[src/rtl/brisc_alu_pkg.sv]
// Shared opcode, FSM-state and flag-index definitions for the BRISC execute unit.
// Latency: n/a (definitions only).
// Backpressure: n/a.
package brisc_alu_pkg;

    localparam logic [3:0] ALU_ADD   = 4'd0;
    localparam logic [3:0] ALU_SUB   = 4'd1;
    localparam logic [3:0] ALU_AND   = 4'd2;
    localparam logic [3:0] ALU_OR    = 4'd3;
    localparam logic [3:0] ALU_XOR   = 4'd4;
    localparam logic [3:0] ALU_NOT   = 4'd5;
    localparam logic [3:0] ALU_SHL   = 4'd6;
    localparam logic [3:0] ALU_SHR   = 4'd7;
    localparam logic [3:0] ALU_SRA   = 4'd8;
    localparam logic [3:0] ALU_MUL   = 4'd9;
    localparam logic [3:0] ALU_CMP   = 4'd10;
    localparam logic [3:0] ALU_PASSB = 4'd11;

    typedef enum logic {
        ST_IDLE = 1'b0,
        ST_MUL  = 1'b1
    } alu_state_t;

    localparam int FLAG_Z    = 0;
    localparam int FLAG_N    = 1;
    localparam int FLAG_C    = 2;
    localparam int FLAG_V    = 3;
    localparam int NUM_FLAGS = 4;

endpackage

[src/rtl/brisc_shift_add_mul.sv]
// Iterative unsigned shift-add multiplier, one partial product per cycle.
// Latency: WIDTH cycles after start; done marks the edge that completes the product.
// Backpressure: start is ignored while an operation is running.
module brisc_shift_add_mul
    import brisc_alu_pkg::*;
#(
    parameter int WIDTH = 16
) (
    input  logic               clk,
    input  logic               rst_n,
    input  logic               start,
    input  logic [WIDTH-1:0]   a,
    input  logic [WIDTH-1:0]   b,
    output logic               done,
    output logic [2*WIDTH-1:0] product
);

    localparam int CW = $clog2(WIDTH + 1);
    localparam logic [CW-1:0] LAST = CW'(WIDTH - 1);

    logic               running;
    logic [CW-1:0]      cnt;
    logic [2*WIDTH-1:0] acc;
    logic [2*WIDTH-1:0] mcand;
    logic [WIDTH-1:0]   mplier;

    // product is the accumulator after the current iteration; valid as the final
    // answer on the edge where done is high, letting the caller register it there.
    assign product = acc + (mplier[0] ? mcand : '0);
    assign done    = running && (cnt == LAST);

    always_ff @(posedge clk) begin
        if (!rst_n) begin
            running <= 1'b0;
            cnt     <= '0;
            acc     <= '0;
            mcand   <= '0;
            mplier  <= '0;
        end else if (start && !running) begin
            running <= 1'b1;
            cnt     <= '0;
            acc     <= '0;
            mcand   <= {{WIDTH{1'b0}}, a};
            mplier  <= b;
        end else if (running) begin
            acc    <= product;
            mcand  <= mcand << 1;
            mplier <= mplier >> 1;
            if (done) begin
                running <= 1'b0;
                cnt     <= '0;
            end else begin
                cnt <= cnt + CW'(1);
            end
        end
    end

endmodule

[src/rtl/brisc_seq_alu.sv]
// Registered execute unit: single-cycle ALU ops plus an iterative MUL with start/busy/done.
// Latency: 1 cycle for non-MUL ops, WIDTH cycles for MUL.
// Backpressure: busy high during MUL; start is dropped (not queued) while busy.
module brisc_seq_alu
    import brisc_alu_pkg::*;
#(
    parameter int WIDTH = 16
) (
    input  logic             clk,
    input  logic             rst_n,
    input  logic             start,
    input  logic [3:0]       op,
    input  logic [WIDTH-1:0] a,
    input  logic [WIDTH-1:0] b,
    output logic [WIDTH-1:0] result,
    output logic             flag_z,
    output logic             flag_n,
    output logic             flag_c,
    output logic             flag_v,
    output logic             busy,
    output logic             done
);

    localparam int SHW = $clog2(WIDTH);

    alu_state_t             state_q, state_d;
    logic [WIDTH-1:0]       result_q, result_d;
    logic [NUM_FLAGS-1:0]   flags_q, flags_d;
    logic                   done_q, done_d;

    logic                   mul_start, mul_done;
    logic [2*WIDTH-1:0]     product;

    logic [SHW-1:0]         sh;
    logic [WIDTH:0]         sum, diff, shl_ext, shr_ext;
    logic signed [WIDTH:0]  sra_ext;
    logic                   v_add, v_sub;
    logic [WIDTH-1:0]       val;
    logic                   c_bit, v_bit, upd, wr;

    // Shifts carry one extra bit so the last bit shifted out lands in a fixed
    // position; a zero shift leaves that bit at 0.
    assign sh      = b[SHW-1:0];
    assign sum     = {1'b0, a} + {1'b0, b};
    assign diff    = {1'b0, a} - {1'b0, b};
    assign shl_ext = {1'b0, a} << sh;
    assign shr_ext = {a, 1'b0} >> sh;
    assign sra_ext = $signed({a, 1'b0}) >>> sh;
    assign v_add   = (a[WIDTH-1] == b[WIDTH-1]) && (sum[WIDTH-1] != a[WIDTH-1]);
    assign v_sub   = (a[WIDTH-1] != b[WIDTH-1]) && (diff[WIDTH-1] != a[WIDTH-1]);

    brisc_shift_add_mul #(.WIDTH(WIDTH)) u_mul (
        .clk     (clk),
        .rst_n   (rst_n),
        .start   (mul_start),
        .a       (a),
        .b       (b),
        .done    (mul_done),
        .product (product)
    );

    always_comb begin
        state_d   = state_q;
        result_d  = result_q;
        flags_d   = flags_q;
        done_d    = 1'b0;
        mul_start = 1'b0;
        val       = '0;
        c_bit     = 1'b0;
        v_bit     = 1'b0;
        upd       = 1'b0;
        wr        = 1'b0;
        case (state_q)
            ST_IDLE: begin
                if (start) begin
                    done_d = 1'b1;
                    upd    = 1'b1;
                    wr     = 1'b1;
                    case (op)
                        ALU_ADD:   begin val = sum[WIDTH-1:0]; c_bit = sum[WIDTH]; v_bit = v_add; end
                        ALU_SUB,
                        ALU_CMP:   begin
                            val   = diff[WIDTH-1:0];
                            c_bit = diff[WIDTH];
                            v_bit = v_sub;
                            wr    = (op == ALU_SUB);
                        end
                        ALU_AND:   val = a & b;
                        ALU_OR:    val = a | b;
                        ALU_XOR:   val = a ^ b;
                        ALU_NOT:   val = ~a;
                        ALU_SHL:   begin val = shl_ext[WIDTH-1:0]; c_bit = shl_ext[WIDTH]; end
                        ALU_SHR:   begin val = shr_ext[WIDTH:1];   c_bit = shr_ext[0]; end
                        ALU_SRA:   begin val = sra_ext[WIDTH:1];   c_bit = sra_ext[0]; end
                        ALU_PASSB: val = b;
                        ALU_MUL:   begin
                            mul_start = 1'b1;
                            done_d    = 1'b0;
                            upd       = 1'b0;
                            wr        = 1'b0;
                            state_d   = ST_MUL;
                        end
                        default:   begin upd = 1'b0; wr = 1'b0; end
                    endcase
                end
            end
            ST_MUL: begin
                if (mul_done) begin
                    val     = product[WIDTH-1:0];
                    c_bit   = |product[2*WIDTH-1:WIDTH];
                    upd     = 1'b1;
                    wr      = 1'b1;
                    done_d  = 1'b1;
                    state_d = ST_IDLE;
                end
            end
            default: state_d = ST_IDLE;
        endcase
        if (upd) begin
            flags_d[FLAG_Z] = (val == '0);
            flags_d[FLAG_N] = val[WIDTH-1];
            flags_d[FLAG_C] = c_bit;
            flags_d[FLAG_V] = v_bit;
            if (wr) begin
                result_d = val;
            end
        end
    end

    always_ff @(posedge clk) begin
        if (!rst_n) begin
            state_q  <= ST_IDLE;
            result_q <= '0;
            flags_q  <= '0;
            done_q   <= 1'b0;
        end else begin
            state_q  <= state_d;
            result_q <= result_d;
            flags_q  <= flags_d;
            done_q   <= done_d;
        end
    end

    assign result = result_q;
    assign flag_z = flags_q[FLAG_Z];
    assign flag_n = flags_q[FLAG_N];
    assign flag_c = flags_q[FLAG_C];
    assign flag_v = flags_q[FLAG_V];
    assign busy   = (state_q == ST_MUL);
    assign done   = done_q;

endmodule

[config.mk]
export PLATFORM = sky130hd
export DESIGN_NAME = brisc_seq_alu
export DESIGN_NICKNAME = d
export VERILOG_FILES = /design/src/rtl/brisc_alu_pkg.sv /design/src/rtl/brisc_shift_add_mul.sv /design/src/rtl/brisc_seq_alu.sv
export SDC_FILE = /design/constraint.sdc
export NUM_CORES = 1
export LEC_CHECK = 0
export CORE_ASPECT_RATIO = 2
export CORE_MARGIN = 2
export CORE_UTILIZATION = 25
export CTS_CLUSTER_SIZE = 25
export DETAILED_ROUTE_END_ITERATION = 6
export PLACE_DENSITY_LB_ADDON = 0.12
export SLEW_MARGIN = 10
export SYNTH_ARGS = -nofsm -noshare
export SYNTH_HDL_FRONTEND = slang
export SYNTH_SLANG_ARGS = --single-unit
[constraint.sdc]
create_clock -name clk -period 5.6 [get_ports clk]
set_input_delay 1.12 -clock clk [delete_from_list [all_inputs] [get_ports clk]]
set_output_delay 1.12 -clock clk [all_outputs]
set_load 0.1 [all_outputs]
**Yosys cells after proc, flatten, opt, wreduce, memory -nomap -nowiden**

Index checks and enable logic that the tools add are counted.

- Flip-flop bits (word level): 108
- Bits in latches: 0
- Bits in writable memories: 0
- Memory bits (read-only): 0
- Input bits: 39
- Output and inout bits: 22
- Word-level logic and storage cells: 87
- Memories kept: 0

- $add $sub $neg: 4
- Multiply operators: 0
- Divide/modulo/power cells: 0
- Magnitude comparators: 0
- Equality and inequality tests: 16
- Shift-type cells: 3
- Mux-type cells: 34
- Bitwise operators: 6
- Reduce and logical (&&, ||, !) cells: 14

Operators by type and width:

| operator | count |
|---|---|
| one-hot mux 16 bit (10 select lines) | 1 |
| two-way mux 16 bit | 6 |
| adder 32 bit | 1 |
| two-way mux 32 bit | 1 |
| one-hot mux 16 bit (2 select lines) | 1 |
| adder 16 x 16 -> 17 bit | 1 |
| left shift 16 x 4 -> 17 bit | 1 |
| >> shifter 17 x 4 -> 17 bit | 1 |
| >>> shifter 17 x 4 -> 17 bit | 1 |
| subtractor 16 x 16 -> 17 bit | 1 |
| AND 16 bit | 1 |
| equality test 4 x 3 -> 1 bit, second input constant | 4 |
| equality test 4 bit, second input constant | 4 |
| zero test 16 bit | 1 |
| two-way mux 1 bit | 16 |
| NOT 16 bit | 1 |
| bitwise OR 16 bit | 1 |
| OR reduction 16 bit | 1 |
| XOR 16 bit | 1 |
| one-hot mux 1 bit (2 select lines) | 7 |
| OR reduction 11 bit | 1 |
| OR reduction 9 bit | 1 |
| equality test 4 x 2 -> 1 bit, second input constant | 2 |
| adder 5 x 1 -> 5 bit, second input constant | 1 |
| other kinds (13) | 20 |

**Logic depth before layout (Yosys ltp)**

- Word-level depth: 6
- Depth in mapped cells: 15
- Mapped depth without buffers: 14

**Hierarchy**

A second synthesis with hierarchy kept.

- Cells, all modules: 1,423
- Area total of the unflattened synthesis: 10,956.8 um2

Modules (own cells, without submodules):

| module | times used | cells an instance | area each (um2) | sequential area each (um2) |
|---|---|---|---|---|
| brisc_seq_alu | 1 | 789 | 5,662.9 | 440.4 |
| brisc_shift_add_mul | 1 | 634 | 5,293.8 | 1,721.7 |

**Worst setup path before layout**

No wires, ideal clock.

- Path kind: input to register
- From: input port b[2]
- To: register flags_q[2]
- Library setup time: 0.120 ns
- Data arrival time: 4.405 ns
- Data required time: 5.480 ns
- Slack: 1.076 ns
- Cell stages on the path: 15
- Path buffers: 3
- Path through: inv_1 > clkbuf_1 > clkbuf_1 > ha_1 > clkbuf_1 > nor3b_2 > o31ai_1 > and3_1 > o41ai_1 > a21oi_1 > a211o_1 > a22o_1 > nor3_1 > nand4_1 > o31a_1

- Cells in the longest elaborated chain, start to end: 4
- Elaborated cells on any way between the ends: 8
- Those cells by class: 2 x add/sub; 3 x shift; 3 x mux

RTL lines:

| element | line | source |
|---|---|---|
| from (decl) | brisc_seq_alu.sv:14 | `input logic [WIDTH-1:0] b,` |
| subtractor 16 x 16 -> 17 bit (tied with other cells) | brisc_seq_alu.sv:45 | `assign diff = {1'b0, a} - {1'b0, b};` |
| one-hot mux 1 bit (5 select lines) * | brisc_seq_alu.sv:79 | `case (op)` |
| two-way mux 1 bit * | brisc_seq_alu.sv:75 | `if (start) begin` |
| one-hot mux 1 bit (2 select lines) * | brisc_seq_alu.sv:73 | `case (state_q)` |
| to (signal assigned) | brisc_seq_alu.sv:139 | `flags_q <= flags_d;` |
| to (decl) | brisc_seq_alu.sv:28 | `logic [NUM_FLAGS-1:0] flags_q, flags_d;` |

Every way passes the cells marked *; elsewhere a longest branch is shown, timed or not.
A chain may end at the register's enable or synchronous reset.

**Final worst setup path**

- From: input port a[8]
- To: register flags_q[2]

- Cells in the longest elaborated chain, start to end: 4
- Elaborated cells on any way between the ends: 8
- Those cells by class: 2 x add/sub; 3 x shift; 3 x mux

RTL lines:

| element | line | source |
|---|---|---|
| from (decl) | brisc_seq_alu.sv:13 | `input logic [WIDTH-1:0] a,` |
| subtractor 16 x 16 -> 17 bit (tied with other cells) | brisc_seq_alu.sv:45 |  |
| one-hot mux 1 bit (5 select lines) * | brisc_seq_alu.sv:79 |  |
| two-way mux 1 bit * | brisc_seq_alu.sv:75 |  |
| one-hot mux 1 bit (2 select lines) * | brisc_seq_alu.sv:73 |  |

Marks and branches as above.

==> metrics.md <==
| Metric | Value |
|---|---|
| Clock power share | 0.315 |
| Hold Crit Class | reg -> reg |
| Type of origin of the critical path | input pin |
| Fraction of layout cells with a size suffix above 1 | 0.103 |
| Synth top area share | 0.201 |
| Tmin final | 5170 ps |
| Req. time, crit path | 5920 ps |
| P_leak | 0.00505 uW |
| Cell Rows | 107 |
| Max-cap violations | 0 |
| N_diodes | 0 |
| CP Capture Type | flip-flop |
| P per Cell Area | 179 nW/um2 |
| Most common cell in the netlist | nor2_1 |
| Setup Buffers After CTS | 0 |
| Synth warn | 0 |
| Post-synthesis mux area share | 0.111 |
| Slew Viols, Final | 0 |
| Core footprint | 42600 um2 |
| Avg Vias per Cell | 5.51 |
| Power Internal | 1390 uW |
| Worst flop-to-flop path startpoint | u_mul.mplier[0] |
| Nets@finish | 1603 |
| Final Hold Fails | 0 |
| Register bit total from synthesis | approximately 110 |
| Simple-Gate Fraction of Synth Area | 0.215 |
| H-tree levels | 3 |
| FF-to-FF End | flags_q[2] |
| DRC Markers | 0 |
| Final TNS setup | 0 ps |
| Final Setup Violations | 0 |
| VDD IR max | 0.171 mV |
| Routed WL | 52.7 mm |
| Largest family of logic cells by synthesized area | compound AO/OA/AOI/OAI gates |
| Synthesized area per cell | about 7.5 um2 |
| Wire length per cell | 26.0 um |
| CP startpoint | a[8] |
| Worst path cell trace | clkdlybuf4s50_1 -> inv_1 -> ha_1 -> and4_1 -> nand2_1 -> a2111oi_0 -> nor3_1 -> o31ai_1 -> a211o_1 -> a22o_1 -> nor3_1 -> nand4_1 -> o31a_1 |
| Drt initial violations | about 650 |
| CTS tree | yes |
| Placer Congestion | 0.984 |
| First-pass GRT wire length | 76.0 mm |
| Most used DFF post-synth | dfxtp_1 |
| Net Sw Frac | 0.381 |
| Area of the multi-input gates | 7970 um2 |
| Worst slew pin tran | 1410 ps |
| WP buf/inv | 2 |
| WP depth | 13 |
| Worst reg2reg setup slack | 1400 ps |
| Worst hold slack | 474 ps |
| Status | finished clean |
| Clock tree root driver cell | clkbuf_16 |
| Slew headroom | 0.0373 |
| Largest net degree at the start of global routing | 67 |
| CP arrival | 5490 ps |
| Synth area leaders | dfxtp_1 (20%), ha_1 (9.8%), nor2_1 (8.4%) |
| CTS max path bufs | 2 |
| Final period utilization | 0.924 |
| Post-synth ARST share | 0 |
| Post-synth top area cell | dfxtp_1 |
| Total power | 2240 uW |
| Sink Count | 108 |
| EDFF count, synth | 0 |
| Achievable Freq | 0.193 GHz |
| Drt first pass iters | 5 |
| Critical path class | in -> reg |
| Setup Skew | 9.84 ps |
| Post-synth cell types | 93 |
| RSZ-0062 raised after global routing | no |
| Vias in the first global route | approximately 12000 |
| Logic gate share of total power | 0.330 |
| Clock slew at reported path FFs | 80 ps |
| Synth Area in Compound Gates | 0.276 |
| DR vias | 11200 |
| Total GRT Usage | 0.234 |
| CTS Hold Bufs | 0 |
| Mapped Area | 10800 um2 |
| Adder-Cell Fraction of Synth Area | 0.103 |
| Post-synthesis sequential area ratio | 0.201 |
| P_sw | 852 uW |
| Synth Net Count | approximately 1600 |
| CP dominant cell by count | nor3_1 |
| Initial antenna violation count | 0 |
| Die Y | 297 um |
| Fillers | 4709 |
| DP HPWL | ~43 mm |
| Register Area | roughly 2200 um2 |
| Slowest Stage Delay on Critical Path | 1190 ps |
| Top Ports | 61 |
| CP max FO | 10 |
| TritonCTS Buffers | 9 |
| Die ar. | 44800 um2 |
| Clk Latency, worst-skew pair | 370 ps |
| Post-CTS sizing | 0 |
| Critical path's slowest cell | a2111oi_0 |
| Antenna viol nets, final | 0 |
| Area delta synth->final | 16.6% |
| R2R depth | 13 |
| DIE WIDTH | 151 um |
| Most frequent cells after synthesis | nor2_1 (242), a21oi_1 (152), dfxtp_1 (108) |
| Setup crit end | flags_q[2] |
| IO Port Bufs | 60 |
| Total global routing overflow | 0 |
| Dominant delay contributor by cell family on the critical path | compound AO/OA/AOI/OAI gates |
| Reg power frac | 0.355 |
| Synth Instances | between 1000 and 1500 |
| Post-Synth XOR/XNOR Area | 0.0334 |
| Initial Util | 0.253 |
cell type report:
type	count	share of cell area
clock buffers	9	0.0180
clock inverters	7	0.00749
repair buffers	133	0.0922
inverters	64	0.0192
flip-flops and latches	108	0.173
well taps	545	0.0544
multi-input cells	1161	0.636
worst register-to-register path, delay by kind of cell, from the launching register on:
kind / cells / cell delay [ps]
AOI/OAI and AO/OA: 6 / 2080
adders and majority gates: 2 / 690
DFF: 1 / 410
and+or+nand+nor: 5 / 930
layer usage:
layer | global-route usage | up-vias | share of wire
met2 | 0.459 | 367 | 0.56
met5 | 0 | - | 0
met4 | 0.202 | 0 | 0.10
met1 | 0.200 | 5355 | 0.31
met3 | 0.0221 | 164 | 0.030
li1 | - | 5290 | -
power groups by stage:
stage                     Combinational, uW  Sequential (uW)  Clock (uW)
final                                   739              794         705
after global routing                    773              796         759
after CTS                               729              795         730
after detailed placement                726              813           0
after global placement                  732              813           0
after floorplan                         361              877           0
state kept, by name, summed over array words and instances, names as in the netlist:
signal and count:
busy 1, u_mul.running 1, u_mul.cnt 5, flags_q 4, result 16, u_mul.acc 32, u_mul.mplier 16, done 1
u_mul.mcand 32
layout by cell type (no fill, tap or decap), drive strengths merged, types with 24 or more instances in the layout:
cell type and instances:
inv 65, nor2 242, xnor2 28, o21ai 72, a21o 24, dfxtp 108
mux2i 63, ha 84, nand2 80, and2 36, clkdlybuf4s50 59, buf 74
a21oi 153, a211oi 31
worst min path at each step:
stage / startpoint / endpoint / slack [ps] / depth (start not counted)
floorplan: u_mul.cnt[4] / u_mul.cnt[4] / 440 / 2
finish: u_mul.cnt[4] / u_mul.cnt[4] / 470 / 2
CTS: u_mul.cnt[4] / u_mul.cnt[4] / 480 / 2
detailed placement: u_mul.cnt[4] / u_mul.cnt[4] / 470 / 2
global placement: u_mul.cnt[4] / u_mul.cnt[4] / 470 / 2
global route: u_mul.cnt[4] / u_mul.cnt[4] / 510 / 2
stage by stage:
stage / std cells / area (um2) / setup slack, ps / util
2_1_floorplan: 1436 / 10800 / 1080 / -
3_3_place_gp: 2011 / 12200 / 116 / 0.287
5_1_grt: 2027 / 12500 / 465 / 0.294
3_5_place_dp: 2011 / 12200 / 229 / 0.287
6_report: 2027 / 12500 / 428 / 0.294
4_1_cts: 2027 / 12500 / 608 / 0.294
cell families (layout without fill, tap and decap cells):
kind of cell	after synthesis	in the layout
AO/OA/AOI/OAI	446	446
flip-flops	108	108
buffers and inverters	167	213
adder cells (fa/ha/maj)	87	87
XOR/XNOR	41	41
multiplexers	94	94
AND/OR/NAND/NOR	493	493
Power figures use the tool's default switching activity.
